### src/rtl/control_pkg.sv
// Shared state, opcode/funct and datapath select encodings for the multicycle control FSM.
package control_pkg;

    typedef enum logic [3:0] {
        StReset,
        StFetch,
        StDecode,
        StRExec,
        StRWb,
        StAddiExec,
        StAddiWb,
        StMemAddr,
        StMemRead,
        StMemWb,
        StMemWrite,
        StBranch,
        StJump,
        StExcept,
        StIllegal
    } state_t;

    // Opcodes (IR[31:26])
    localparam logic [5:0] OP_RTYPE = 6'h00;
    localparam logic [5:0] OP_ADDI  = 6'h08;
    localparam logic [5:0] OP_LW    = 6'h23;
    localparam logic [5:0] OP_SW    = 6'h2B;
    localparam logic [5:0] OP_BEQ   = 6'h04;
    localparam logic [5:0] OP_J     = 6'h02;

    // R-type funct codes (IR[5:0])
    localparam logic [5:0] FN_ADD = 6'h20;
    localparam logic [5:0] FN_SUB = 6'h22;
    localparam logic [5:0] FN_AND = 6'h24;

    // ALU operation encodings
    localparam logic [2:0] ALU_NONE = 3'b000;
    localparam logic [2:0] ALU_ADD  = 3'b001;
    localparam logic [2:0] ALU_SUB  = 3'b010;
    localparam logic [2:0] ALU_AND  = 3'b011;

    // ALU operand-B mux selects
    localparam logic [2:0] SRC_B_REG     = 3'b000;
    localparam logic [2:0] SRC_B_FOUR    = 3'b001;
    localparam logic [2:0] SRC_B_IMM     = 3'b010;
    localparam logic [2:0] SRC_B_IMM_SL2 = 3'b011;
    localparam logic [2:0] SRC_B_A       = 3'b100;

    // PC source mux selects
    localparam logic [1:0] PC_SRC_ALU    = 2'b00;
    localparam logic [1:0] PC_SRC_ALUOUT = 2'b01;
    localparam logic [1:0] PC_SRC_JUMP   = 2'b10;

    // Supported R-type funct codes
    function automatic logic funct_legal(input logic [5:0] fn);
        return (fn == FN_ADD) || (fn == FN_SUB) || (fn == FN_AND);
    endfunction

    // ALU operation for an R-type funct code
    function automatic logic [2:0] funct_alu_op(input logic [5:0] fn);
        logic [2:0] op;
        op = ALU_NONE;
        case (fn)
            FN_ADD:  op = ALU_ADD;
            FN_SUB:  op = ALU_SUB;
            FN_AND:  op = ALU_AND;
            default: op = ALU_NONE;
        endcase
        return op;
    endfunction

endpackage

### src/rtl/control_wait_counter.sv
// Wait-cycle counter for fixed-latency memory accesses; done when count reaches MEM_WAIT.
module control_wait_counter
    import control_pkg::*;
#(
    parameter int unsigned MEM_WAIT = 2
) (
    input  logic clk,
    input  logic reset,
    input  logic clear,
    input  logic enable,
    output logic done
);

    logic [2:0] count_q;

    // Count up while enabled; clear wins over enable, saturate at MEM_WAIT
    always_ff @(posedge clk or posedge reset) begin
        if (reset) begin
            count_q <= 3'd0;
        end else if (clear) begin
            count_q <= 3'd0;
        end else if (enable && !done) begin
            count_q <= count_q + 3'd1;
        end
    end

    assign done = (count_q == 3'(MEM_WAIT));

endmodule

### src/rtl/multicycle_control.sv
// Moore multicycle control FSM for the MIPS-subset datapath.
module multicycle_control
    import control_pkg::*;
#(
    parameter int unsigned MEM_WAIT = 2
) (
    input  logic       clk,
    input  logic       reset,
    input  logic [5:0] opcode,
    input  logic [5:0] funct,
    input  logic       zero,
    input  logic       overflow,
    output logic       pc_write,
    output logic       pc_cond_write,
    output logic [1:0] pc_source_sel,
    output logic       mem_addr_sel,
    output logic       mem_write,
    output logic       ir_write,
    output logic       mdr_write,
    output logic       ab_write,
    output logic       alu_out_write,
    output logic       alu_src_a_sel,
    output logic [2:0] alu_src_b_sel,
    output logic [2:0] alu_op,
    output logic       reg_write,
    output logic       reg_dst_sel,
    output logic       mem_to_reg_sel,
    output logic       overflow_exc,
    output logic       illegal_op
);

    state_t state_q, state_d;
    logic   wait_done;
    logic   unused_zero;

    // zero is consumed by the datapath together with pc_cond_write
    assign unused_zero = zero;

    control_wait_counter #(
        .MEM_WAIT (MEM_WAIT)
    ) u_wait (
        .clk    (clk),
        .reset  (reset),
        .clear  (state_d != state_q),
        .enable ((state_q == StFetch) || (state_q == StMemRead)),
        .done   (wait_done)
    );

    // State register
    always_ff @(posedge clk or posedge reset) begin
        if (reset) begin
            state_q <= StReset;
        end else begin
            state_q <= state_d;
        end
    end

    // Next-state logic; overflow only matters in the two execute states
    always_comb begin
        state_d = state_q;
        unique case (state_q)
            StReset:  state_d = StFetch;
            StFetch:  if (wait_done) state_d = StDecode;
            StDecode: begin
                case (opcode)
                    OP_RTYPE:     state_d = funct_legal(funct) ? StRExec : StIllegal;
                    OP_ADDI:      state_d = StAddiExec;
                    OP_LW, OP_SW: state_d = StMemAddr;
                    OP_BEQ:       state_d = StBranch;
                    OP_J:         state_d = StJump;
                    default:      state_d = StIllegal;
                endcase
            end
            StRExec:    state_d = (overflow && (funct != FN_AND)) ? StExcept : StRWb;
            StAddiExec: state_d = overflow ? StExcept : StAddiWb;
            StMemAddr:  state_d = (opcode == OP_LW) ? StMemRead : StMemWrite;
            StMemRead:  if (wait_done) state_d = StMemWb;
            default:    state_d = StFetch;
        endcase
    end

    // Output decode from state (plus wait counter for the final FETCH/MEM_READ cycle)
    always_comb begin
        pc_write       = 1'b0;
        pc_cond_write  = 1'b0;
        pc_source_sel  = PC_SRC_ALU;
        mem_addr_sel   = 1'b0;
        mem_write      = 1'b0;
        ir_write       = 1'b0;
        mdr_write      = 1'b0;
        ab_write       = 1'b0;
        alu_out_write  = 1'b0;
        alu_src_a_sel  = 1'b0;
        alu_src_b_sel  = SRC_B_REG;
        alu_op         = ALU_NONE;
        reg_write      = 1'b0;
        reg_dst_sel    = 1'b0;
        mem_to_reg_sel = 1'b0;
        overflow_exc   = 1'b0;
        illegal_op     = 1'b0;
        unique case (state_q)
            StFetch: begin
                alu_src_b_sel = SRC_B_FOUR;
                alu_op        = ALU_ADD;
                ir_write      = wait_done;
                pc_write      = wait_done;
            end
            StDecode: begin
                ab_write      = 1'b1;
                alu_src_b_sel = SRC_B_IMM_SL2;
                alu_op        = ALU_ADD;
                alu_out_write = 1'b1;
            end
            StRExec: begin
                alu_src_a_sel = 1'b1;
                alu_op        = funct_alu_op(funct);
                alu_out_write = 1'b1;
            end
            StRWb: begin
                reg_write   = 1'b1;
                reg_dst_sel = 1'b1;
            end
            StAddiExec, StMemAddr: begin
                alu_src_a_sel = 1'b1;
                alu_src_b_sel = SRC_B_IMM;
                alu_op        = ALU_ADD;
                alu_out_write = 1'b1;
            end
            StAddiWb: reg_write = 1'b1;
            StMemRead: begin
                mem_addr_sel = 1'b1;
                mdr_write    = wait_done;
            end
            StMemWb: begin
                reg_write      = 1'b1;
                mem_to_reg_sel = 1'b1;
            end
            StMemWrite: begin
                mem_addr_sel = 1'b1;
                mem_write    = 1'b1;
            end
            StBranch: begin
                alu_src_a_sel = 1'b1;
                alu_op        = ALU_SUB;
                pc_cond_write = 1'b1;
                pc_source_sel = PC_SRC_ALUOUT;
            end
            StJump: begin
                pc_write      = 1'b1;
                pc_source_sel = PC_SRC_JUMP;
            end
            StExcept:  overflow_exc = 1'b1;
            StIllegal: illegal_op = 1'b1;
            default: ;
        endcase
    end

endmodule

### config.mk
export PLATFORM = sky130hd
export DESIGN_NAME = multicycle_control
export DESIGN_NICKNAME = d
export VERILOG_FILES = /design/src/rtl/control_pkg.sv /design/src/rtl/control_wait_counter.sv /design/src/rtl/multicycle_control.sv
export SDC_FILE = /design/constraint.sdc
export NUM_CORES = 1
export LEC_CHECK = 0
export BUFFER_PORTS_ARGS = -buffer_cell sky130_fd_sc_hd__buf_2
export CORE_AREA = 4 4 49 51
export DETAILED_ROUTE_END_ITERATION = 8
export DIE_AREA = 0 0 53 55
export HOLD_SLACK_MARGIN = 0.05
export PLACE_DENSITY = 0.78
export SETUP_SLACK_MARGIN = 0.5
export SLEW_MARGIN = 15
export SYNTH_ARGS = -nofsm -noshare
export SYNTH_HDL_FRONTEND = slang
export SYNTH_SLANG_ARGS = --single-unit
### constraint.sdc
create_clock -name clk -period 5.1 [get_ports clk]
set_input_delay 1.53 -clock clk [delete_from_list [all_inputs] [get_ports clk]]
set_output_delay 1.53 -clock clk [all_outputs]
set_load 0.01 [all_outputs]
After elaboration in Yosys (flattened, before gate mapping)
Cells that the tools add are included.
{"block": "totals", "out_inout_bits": 22, "reg_bits": 7, "elab_cells": 71}
{"block": "op_classes", "n_reduce_logical": 15, "n_eq_ne": 25, "mux": 28, "add_sub_neg": 1}
{"cell": "$eq A6 B6 Y1 const B", "n": 5}
{"cell": "$eq A4 B4 Y1 const B", "n": 7}
{"cell": "$pmux W4 S6", "n": 1}
{"cell": "$mux W4", "n": 5}
{"cell": "$pmux W4 S5", "n": 1}
{"cell": "$pmux W2 S3", "n": 3}
{"cell": "$eq A4 B3 Y1 const B", "n": 4}
{"cell": "$mux W1", "n": 13}
{"cell": "$reduce_or A4 Y1", "n": 3}
{"cell": "$eq A4 B2 Y1 const B", "n": 2}
{"cell": "$eq A6 B2 Y1 const B", "n": 1}
{"cell": "$eq A6 B3 Y1 const B", "n": 1}
{"cell": "$eq A6 B4 Y1 const B", "n": 1}
{"cell": "$logic_not A6 Y1", "n": 1}
{"cell": "$mux W3", "n": 2}
{"cell": "$ne A6 B6 Y1 const B", "n": 1}
{"cell": "$reduce_or A2 Y1", "n": 3}
{"cell": "$eq A4 B1 Y1 const B", "n": 1}
{"cell": "$ne A4 B4 Y1", "n": 1}
{"cell": "$pmux W2 S2", "n": 1}
{"cell": "$add A3 B1 Y3 const B", "n": 1}
{"cell": "$eq A3 B2 Y1 const B", "n": 1}
{"cell": "$logic_or A1 B1 Y1", "n": 3}
{"cell": "$reduce_or A3 Y1", "n": 1}
{"cell": "5 further kinds", "n": 6}

Logic depth before layout (Yosys ltp)
Gate-level depths: netlist (run 1).
{"block": "depth", "word_depth": 8, "mapped_depth": 7, "mapped_depth_nobuf": 7}

By module
A second synthesis (run 1) with hierarchy kept.
{"block": "unflattened", "cells_unflattened": 121, "area_unflattened_um2": 852.1}
{"module": "multicycle_control", "seq_area_each_um2": 100.1, "area_each_um2": 664.4, "n_inst": 1, "cells_per_inst": 103}
{"module": "control_wait_counter", "seq_area_each_um2": 75.1, "area_each_um2": 187.7, "n_inst": 1, "cells_per_inst": 18}

Least setup slack after synthesis (run 1)
Ideal clock, no wire load.
{"block": "synth_timing", "path_type": "input -> output", "from": "input funct[0]", "to": "output alu_op[0]", "stages": 4, "arrival_time_ns": 2.431, "path_slack_ns": 1.139, "t_required_ns": 3.570, "cell_sequence": "or4b_4 > o21ai_0 > nor2_1 > nor2_1"}
{"block": "synth_between", "elab_chain_len": 3}
{"item": "start, declared", "line": "multicycle_control.sv:10", "rtl": "input logic [5:0] funct,"}
{"item": "$eq A6 B6 Y1", "line": "control_pkg.sv:62", "rtl": "case (fn)"}
{"item": "$pmux W2 S3 (*)", "line": "control_pkg.sv:62"}
{"item": "$pmux W2 S3 (*)", "line": "multicycle_control.sv:101", "rtl": "unique case (state_q)"}
{"item": "end, declared", "line": "multicycle_control.sv:24", "rtl": "output logic [2:0] alu_op,"}
Every way passes the cells marked *; elsewhere a longest branch is shown, timed or not.

Final worst setup path (run 1)
Same ends and word-level chain as after synthesis.

==> results.rst, run 1 <==
.. list-table::
   :header-rows: 1

   * - Metric
     - Value
   * - Worst IR Drop VDD
     - 0.163 mV
   * - Crit path launch type
     - primary input
   * - Largest driver fanout on the critical path
     - 4
   * - Max stage delay cell, worst path
     - sky130_fd_sc_hd__or4b_4
   * - Hold violation total from the final report
     - 0
   * - Remaining antenna violation count after routing
     - 0
   * - Total Routing Usage GR
     - 16.4%
   * - Total wire length after detailed routing
     - 2.27 mm
   * - Most instantiated library cell after synthesis
     - sky130_fd_sc_hd__nor2_1
   * - Post-CTS setup buffer count
     - 0
   * - Area taken by flip-flops and latches
     - 175 µm²
   * - Crit path time final
     - 4.19 ns
   * - Number of cells traversed by the worst hold path
     - 1
   * - Total leakage power
     - 0.537 nW
   * - Max-cap violation count
     - 0
   * - Final worst slack
     - 0.907 ns
   * - Ratio of cells with drive above 1 in the final layout
     - 30.7%
   * - Slew at the pin closest to its max-slew limit
     - 0.626 ns
   * - Post-synthesis instance area
     - 962 µm²
   * - Worst max-slew margin expressed relative to the limit
     - 57.7%
   * - Metal3 WL
     - 159 µm
   * - Critical path required time
     - 3.57 ns
   * - Hold path endpoint
     - u_wait.count_q[0]
   * - Post-CTS resize count
     - 0
   * - Remaining design rule violation count
     - 0
   * - FP Rows
     - 16
   * - Sequential-to-total area share from yosys stat
     - 18.2%
   * - Number of global-route vias before repair
     - 918
   * - Via/cell ratio
     - 5.59
   * - Largest net degree at the start of global routing
     - 20
   * - Ordered cell list for the critical path
     - buf_2 > or4b_4 > o21ai_0 > nor2_1 > nor2_1 > buf_2
   * - Critical Path End Type
     - output pin
   * - Final-stage net count
     - 172
   * - Count of vias placed by the detailed router
     - 1,007
   * - Fmax
     - 239 MHz
   * - Horizontal die dimension
     - 53 µm
   * - # diodes
     - 0
   * - Number of buffers inserted by hold repair at cts
     - 0
   * - HP Class
     - reg2reg
   * - Top-level I/O count
     - 38
   * - TritonCTS buffer count
     - 3
   * - Number of instances in the synthesized netlist
     - 125
   * - Routed length per placed instance
     - 12.6 µm
   * - Number of cells on the worst reg-to-reg path
     - 5
   * - Area added between synthesis and finish
     - 12.0%
   * - Clock skew
     - 0.00414 ns
   * - Power per unit of standard cell area
     - 466 nW/µm²
   * - Post-synth top area share
     - 18.2%
   * - Final count of pins violating max slew
     - 0
   * - Post-placement setup slack
     - 0.902 ns
   * - Y dimension of the die
     - 55 µm
   * - Post-synth top area cell
     - sky130_fd_sc_hd__dfrtp_1
   * - RSZ-0062 raised after global routing
     - no
   * - Synth cell count leaders
     - sky130_fd_sc_hd__nor2_1, sky130_fd_sc_hd__nand2_1, sky130_fd_sc_hd__nor3_1, sky130_fd_sc_hd__dfrtp_1, sky130_fd_sc_hd__nand3_1
   * - Fraction of the cycle the final worst path needs
     - 82.2%
   * - Type of the setup path with the least slack
     - in2out
   * - Final global-route overflow total
     - 0
   * - Worst-case register-to-register setup slack
     - 2.98 ns
   * - Crit path DAT
     - 2.66 ns
   * - Largest cells by area after synthesis
     - sky130_fd_sc_hd__dfrtp_1, sky130_fd_sc_hd__nor2_1, sky130_fd_sc_hd__xor2_1, sky130_fd_sc_hd__clkbuf_8, sky130_fd_sc_hd__nand2_1
   * - Critical Path Max Stage Delay
     - 0.56 ns
   * - Number of different library cells in the post-synthesis netlist
     - 47
   * - Worst path top cell family by delay
     - simple AND/OR/NAND/NOR gates
   * - Final number of setup-violating endpoints
     - 0
   * - Die outline area
     - 2920 µm²
   * - Buffers & Inverters on Critical Path
     - 2
   * - Fillers
     - 188
   * - CTS tree
     - built
   * - Detailed Route Iter0 Violations
     - 28
   * - Capture instance of the worst register-to-register path
     - u_wait.count_q[1]
   * - Worst Hold Launch
     - u_wait.count_q[0]
   * - Flip-flop and latch count after synthesis
     - 7
   * - Most used flip-flop cell after synthesis
     - sky130_fd_sc_hd__dfrtp_1
   * - Fraction of registers with async set/reset
     - 100%
   * - Yosys warning total
     - 0
   * - Effective utilization at floorplan
     - 49.5%
   * - Final HPWL DP
     - 1.78 mm
   * - EDFF count, synth
     - 0
   * - Number of antenna violations at the first check in global routing
     - 0
   * - Multi-input combinational cell area
     - 649 µm²
   * - Number of H-tree branching levels
     - 1
   * - Launch point of the worst reg-to-reg path
     - state_q[1]
   * - Top layer in use
     - met3
   * - Sum of negative setup slack
     - 0 ns
   * - Sinks on Clock Net
     - 7
   * - Core Area
     - 1940 µm²
   * - Clock tree root driver cell
     - sky130_fd_sc_hd__clkbuf_4
   * - Clock latency on the worst-skew pair
     - 0.24 ns
   * - Sum of routed wire segments on met1
     - 991 µm
   * - Port Buf Inserts
     - 34
   * - Average cell area after synthesis
     - 7.70 µm²
   * - Clock-pin slew on the worst setup and hold paths
     - 0.05 ns
   * - Initial DRT Pass Iterations
     - 4
   * - Met2 wire length
     - 1.12 mm
   * - Global placement routability congestion
     - 0.868
   * - Clock buffer depth
     - 2
   * - Outcome
     - completed
   * - Global-route wire length before repair
     - 3.74 mm
cell type report:
class                           instances  share of cell area (%)
Sequential cell                         7                    16.3
Clock buffer                            4                    2.44
Timing Repair Buffer                   34                    15.8
Tap cell                               27                    3.14
Inverter                                6                    2.09
Multi-Input combinational cell        102                    60.3
through the flow:
stage	cells	hold WS (ns)	util [%]	power [mW]	cell area (µm²)
after floorplan	126	0.472	-	0.407	966
after global placement	176	0.495	54.1	0.445	1050
after detailed placement	176	0.501	54.1	0.450	1050
after CTS	180	0.510	55.5	0.501	1080
after global routing	180	0.530	55.5	0.541	1080
final	180	0.502	55.5	0.502	1080
cells by family after synthesis:
logic type               count (synthesis)  share of synthesized area, %
XOR/XNOR                                 5                          4.55
other                                    1                         0.390
multiplexers                             1                          1.17
flip-flops                               7                          18.2
AND/OR/NAND/NOR                         61                          33.2
buffers and inverters                   17                          14.7
AO/OA/AOI/OAI                           31                          25.2
adder cells (fa/ha/maj)                  2                          2.60
flip-flops by register name, summed over array words and instances (netlist names):
signal	flops
state_q	4
u_wait.count_q	3
metal layers:
| metal | vias up | GRT usage (%) |
|---|---|---|
| met5 | - | 0 |
| met3 | 0 | 0.804 |
| met2 | 44 | 28.9 |
| met4 | 0 | 3.40 |
| li1 | 502 | - |
| met1 | 461 | 22.3 |
cells in the final DEF, fill, tap and decap left out, types with 2 or more instances in the layout:
master                     Yosys  final
sky130_fd_sc_hd__buf_2         0     34
sky130_fd_sc_hd__nand2_1      11     11
sky130_fd_sc_hd__dfrtp_1       7      7
sky130_fd_sc_hd__o21ai_0       6      6
sky130_fd_sc_hd__o311ai_0      2      2
sky130_fd_sc_hd__a211oi_1      2      2
sky130_fd_sc_hd__xor2_1        5      5
sky130_fd_sc_hd__nor2_1       15     15
sky130_fd_sc_hd__nor3b_1       2      2
sky130_fd_sc_hd__nand2b_1      5      5
sky130_fd_sc_hd__nor2b_1       2      2
sky130_fd_sc_hd__o22ai_1       2      2
sky130_fd_sc_hd__conb_1        1      2
sky130_fd_sc_hd__a21oi_1       6      6
sky130_fd_sc_hd__clkbuf_4      0      3
sky130_fd_sc_hd__nand3_1       7      7
sky130_fd_sc_hd__nor3_1        8      8
sky130_fd_sc_hd__inv_1         6      6
sky130_fd_sc_hd__ha_1          2      2
power breakdown:
part	total (mW)	switching [mW]	internal, mW	leakage [nW]
Clock	0.0477	0.0180	0.0297	0.0150
Combinational	0.323	0.181	0.141	0.431
Sequential	0.132	0.0585	0.0731	0.0906
Total	0.502	0.258	0.244	0.537
worst max path at each step:
| stage | from | slack [ns] | to | cells after the start |
|---|---|---|---|---|
| after CTS | funct[0] | 0.90 | alu_op[0] | 6 |
| after detailed placement | funct[0] | 0.90 | alu_op[0] | 6 |
| after global routing | funct[0] | 0.74 | alu_op[1] | 5 |
| final | funct[0] | 0.91 | alu_op[0] | 6 |
| after global placement | funct[0] | 0.94 | alu_op[1] | 5 |
| after floorplan | funct[0] | 1.14 | alu_op[0] | 4 |
No activity file was read; power rests on OpenSTA's default activity.
==> inputs of run 2 (changes only) <==
--- a/config.mk
+++ b/config.mk
@@ -6,11 +6,11 @@
 export NUM_CORES = 1
 export LEC_CHECK = 0
 export BUFFER_PORTS_ARGS = -buffer_cell sky130_fd_sc_hd__buf_2
-export CORE_AREA = 4 4 49 51
+export CORE_AREA = 4 4 53 55
 export DETAILED_ROUTE_END_ITERATION = 8
-export DIE_AREA = 0 0 53 55
+export DIE_AREA = 0 0 57 59
 export HOLD_SLACK_MARGIN = 0.05
-export PLACE_DENSITY = 0.78
+export PLACE_DENSITY = 0.7
 export SETUP_SLACK_MARGIN = 0.5
 export SLEW_MARGIN = 15
 export SYNTH_ARGS = -nofsm -noshare
==> constraint.sdc (replaced) <==
create_clock -name clk -period 3.5 [get_ports clk]
set_input_delay 1.05 -clock clk [delete_from_list [all_inputs] [get_ports clk]]
set_output_delay 1.05 -clock clk [all_outputs]
set_load 0.01 [all_outputs]
==> results.rst, run 2 (synthesized netlist as in run 1, its figures left out) <==
.. list-table::
   :header-rows: 1

   * - Metric
     - Value
   * - Flip-flop count of the largest register, all copies and words added
     - 4 (unchanged)
   * - Fmax
     - 317 MHz
   * - Post-placement setup slack
     - 0.291 ns (-0.611 ns)
   * - Sinks on Clock Net
     - 7 (unchanged)
   * - Total wire length after detailed routing
     - 2.52 mm (+11%)
   * - # diodes
     - 0 (unchanged)
   * - Effective utilization at floorplan
     - 40.3% (-9.2 points)
   * - Instance count on the critical path
     - 6 (unchanged)
   * - Worst max-slew margin expressed relative to the limit
     - 62.9% (+5.1 points)
   * - HP Class
     - reg2reg
   * - Crit path launch type
     - primary input
   * - Final worst slack
     - 0.348 ns (-0.559 ns)
   * - Final number of setup-violating endpoints
     - 0 (unchanged)
   * - TritonCTS buffer count
     - 3 (unchanged)
   * - Largest net degree at the start of global routing
     - 20 (unchanged)
   * - Routed length per placed instance
     - 13.6 µm (+7.6%)
   * - Count of vias placed by the detailed router
     - 1,018 (+1.1%)
   * - Area added between synthesis and finish
     - 17.4%
   * - Max stage delay cell, worst path
     - sky130_fd_sc_hd__or4b_4
   * - Number of global-route vias before repair
     - 913 (-0.54%)
   * - Type of the setup path with the least slack
     - in2out
   * - Horizontal die dimension
     - 57 µm (+7.5%)
   * - Leading cell types in the layout, fill and taps excluded
     - sky130_fd_sc_hd__buf_2, sky130_fd_sc_hd__nor2_1, sky130_fd_sc_hd__nand2_1
   * - Final global-route overflow total
     - 0 (unchanged)
   * - Fillers
     - 264 (+40%)
   * - Critical Path Max Stage Delay
     - 0.55 ns (about the same)
   * - Top-level I/O count
     - 38 (unchanged)
   * - Via/cell ratio
     - 5.47 (-2.2%)
   * - Initial DRT Pass Iterations
     - 4 (unchanged)
   * - Die outline area
     - 3360 µm² (+15%)
   * - Global placement routability congestion
     - 0.828 (-4.6%)
   * - Buffers & Inverters on Critical Path
     - 2 (unchanged)
   * - Most frequent standard cell in the layout excluding fill and tap cells
     - sky130_fd_sc_hd__buf_2
   * - Total leakage power
     - 0.558 nW (+4.0%)
   * - Core Area
     - 2390 µm² (+23%)
   * - Total Routing Usage GR
     - 15.2% (-1.3 points)
   * - Registers with the highest flip-flop counts
     - state_q (4), u_wait.count_q (3)
   * - Most flops, register
     - state_q
   * - RSZ-0062 raised after global routing
     - yes
   * - Number of cells traversed by the worst hold path
     - 1 (unchanged)
   * - Remaining design rule violation count
     - 0 (unchanged)
   * - Remaining antenna violation count after routing
     - 0 (unchanged)
   * - Overall power after layout
     - 0.751 mW (+50%)
   * - Port Buf Inserts
     - 34 (unchanged)
   * - Clock buffer depth
     - 2 (unchanged)
   * - Largest driver fanout on the critical path
     - 2 (-2)
   * - Final-stage net count
     - 175 (+1.7%)
   * - Clock-pin slew on the worst setup and hold paths
     - 0.05 ns (about the same)
   * - Clock tree root driver cell
     - sky130_fd_sc_hd__clkbuf_4
   * - Outcome
     - completed
   * - Hold violation total from the final report
     - 0 (unchanged)
   * - Clock skew
     - 0.00201 ns (-0.00213 ns)
   * - FP Rows
     - 18 (+2)
   * - Number of H-tree branching levels
     - 1 (unchanged)
   * - CTS tree
     - built
   * - Final HPWL DP
     - 1.91 mm (+7.1%)
   * - Global-route wire length before repair
     - 4.04 mm (+7.9%)
   * - Worst IR Drop VDD
     - 0.305 mV (+87%)
   * - Clock latency on the worst-skew pair
     - 0.26 ns (+0.02 ns)
   * - Crit path DAT
     - 2.10 ns (-0.56 ns)
   * - Y dimension of the die
     - 59 µm (+7.3%)
   * - Placement-stage cell area
     - 1060 µm² (+1.3%)
   * - Number of antenna violations at the first check in global routing
     - 0 (unchanged)
   * - Number of cells on the worst reg-to-reg path
     - 5 (unchanged)
   * - Slew at the pin closest to its max-slew limit
     - 0.557 ns (-0.0684 ns)
   * - Max-cap violation count
     - 0 (unchanged)
   * - Final count of pins violating max slew
     - 0 (unchanged)
   * - Detailed Route Iter0 Violations
     - 26 (-7.1%)
   * - Ordered cell list for the critical path
     - buf_6 > or4b_4 > o21ai_2 > nor2_1 > nor2_2 > buf_2
   * - Fraction of the cycle the final worst path needs
     - 90.0%
   * - Number of buffers inserted by hold repair at cts
     - 0 (unchanged)
   * - Critical path required time
     - 2.45 ns (-1.12 ns)
   * - Power per unit of standard cell area
     - 665 nW/µm² (+43%)
   * - Crit path time final
     - 3.15 ns
   * - Critical Path End Type
     - output pin
   * - Worst path top cell family by delay
     - simple AND/OR/NAND/NOR gates
   * - Ratio of cells with drive above 1 in the final layout
     - 34.6% (+3.9 points)
   * - Sum of negative setup slack
     - 0 ns (unchanged)
   * - Cell area after layout
     - 1130 µm² (+4.9%)
[run 2: cell count changes in the layout (fill, tap and decap cells not counted), sizes merged]
| cell | before | now |
|---|---|---|
| buf | 34 | 37 |
[run 2: area by class of cell]
class                      instances  area, µm²  share of cell area [%]
multi-input combinational        102        662                    58.6
timing repair buffer              37        205                    18.2
inverter                           6       22.5                    1.99
sequential                         7        176                    15.6
tap                               30       37.5                    3.32
clock buffer                       4       26.3                    2.33
[run 2: worst paths after layout]
path	start	end	slack, ns
max in group asynchronous	reset	state_q[1]	2.55
worst min-delay path	u_wait.count_q[0]	u_wait.count_q[0]	0.51
worst max-delay path	funct[4]	alu_op[0]	0.35
min in group asynchronous	reset	state_q[0]	0.71
worst min register to register	u_wait.count_q[0]	u_wait.count_q[0]	0.51
worst max register to register	state_q[2]	u_wait.count_q[1]	1.40
[run 2: metrics by stage]
step	instances	hold WS, ns	utilization, %
2_1_floorplan	126	0.472	-
6_report	186	0.507	47.3
3_3_place_gp	180	0.492	44.6
4_1_cts	185	0.510	46.3
5_1_grt	186	0.533	47.3
3_5_place_dp	180	0.492	44.6
[run 2: repair_timing]
action	4_1_cts	5_1_grt
setup endpoints to repair	2	3
gates cloned	0	0
pin swaps	4	1
setup buffers	1	1
resized for setup	2	4
[run 2: power by group]
group	switching, mW	internal (mW)
registers	0.0875	0.108
clock network	0.0335	0.0437
logic	0.267	0.212
[run 2: metal layers]
| layer | track usage [%] | vias up | wire, µm |
|---|---|---|---|
| met1 | 17.9 | 459 | 1010 |
| met5 | 0 | - | 0 |
| met2 | 27.6 | 47 | 1320 |
| li1 | - | 510 | - |
| met4 | 6.95 | 0 | 10 |
| met3 | 1.53 | 2 | 180 |
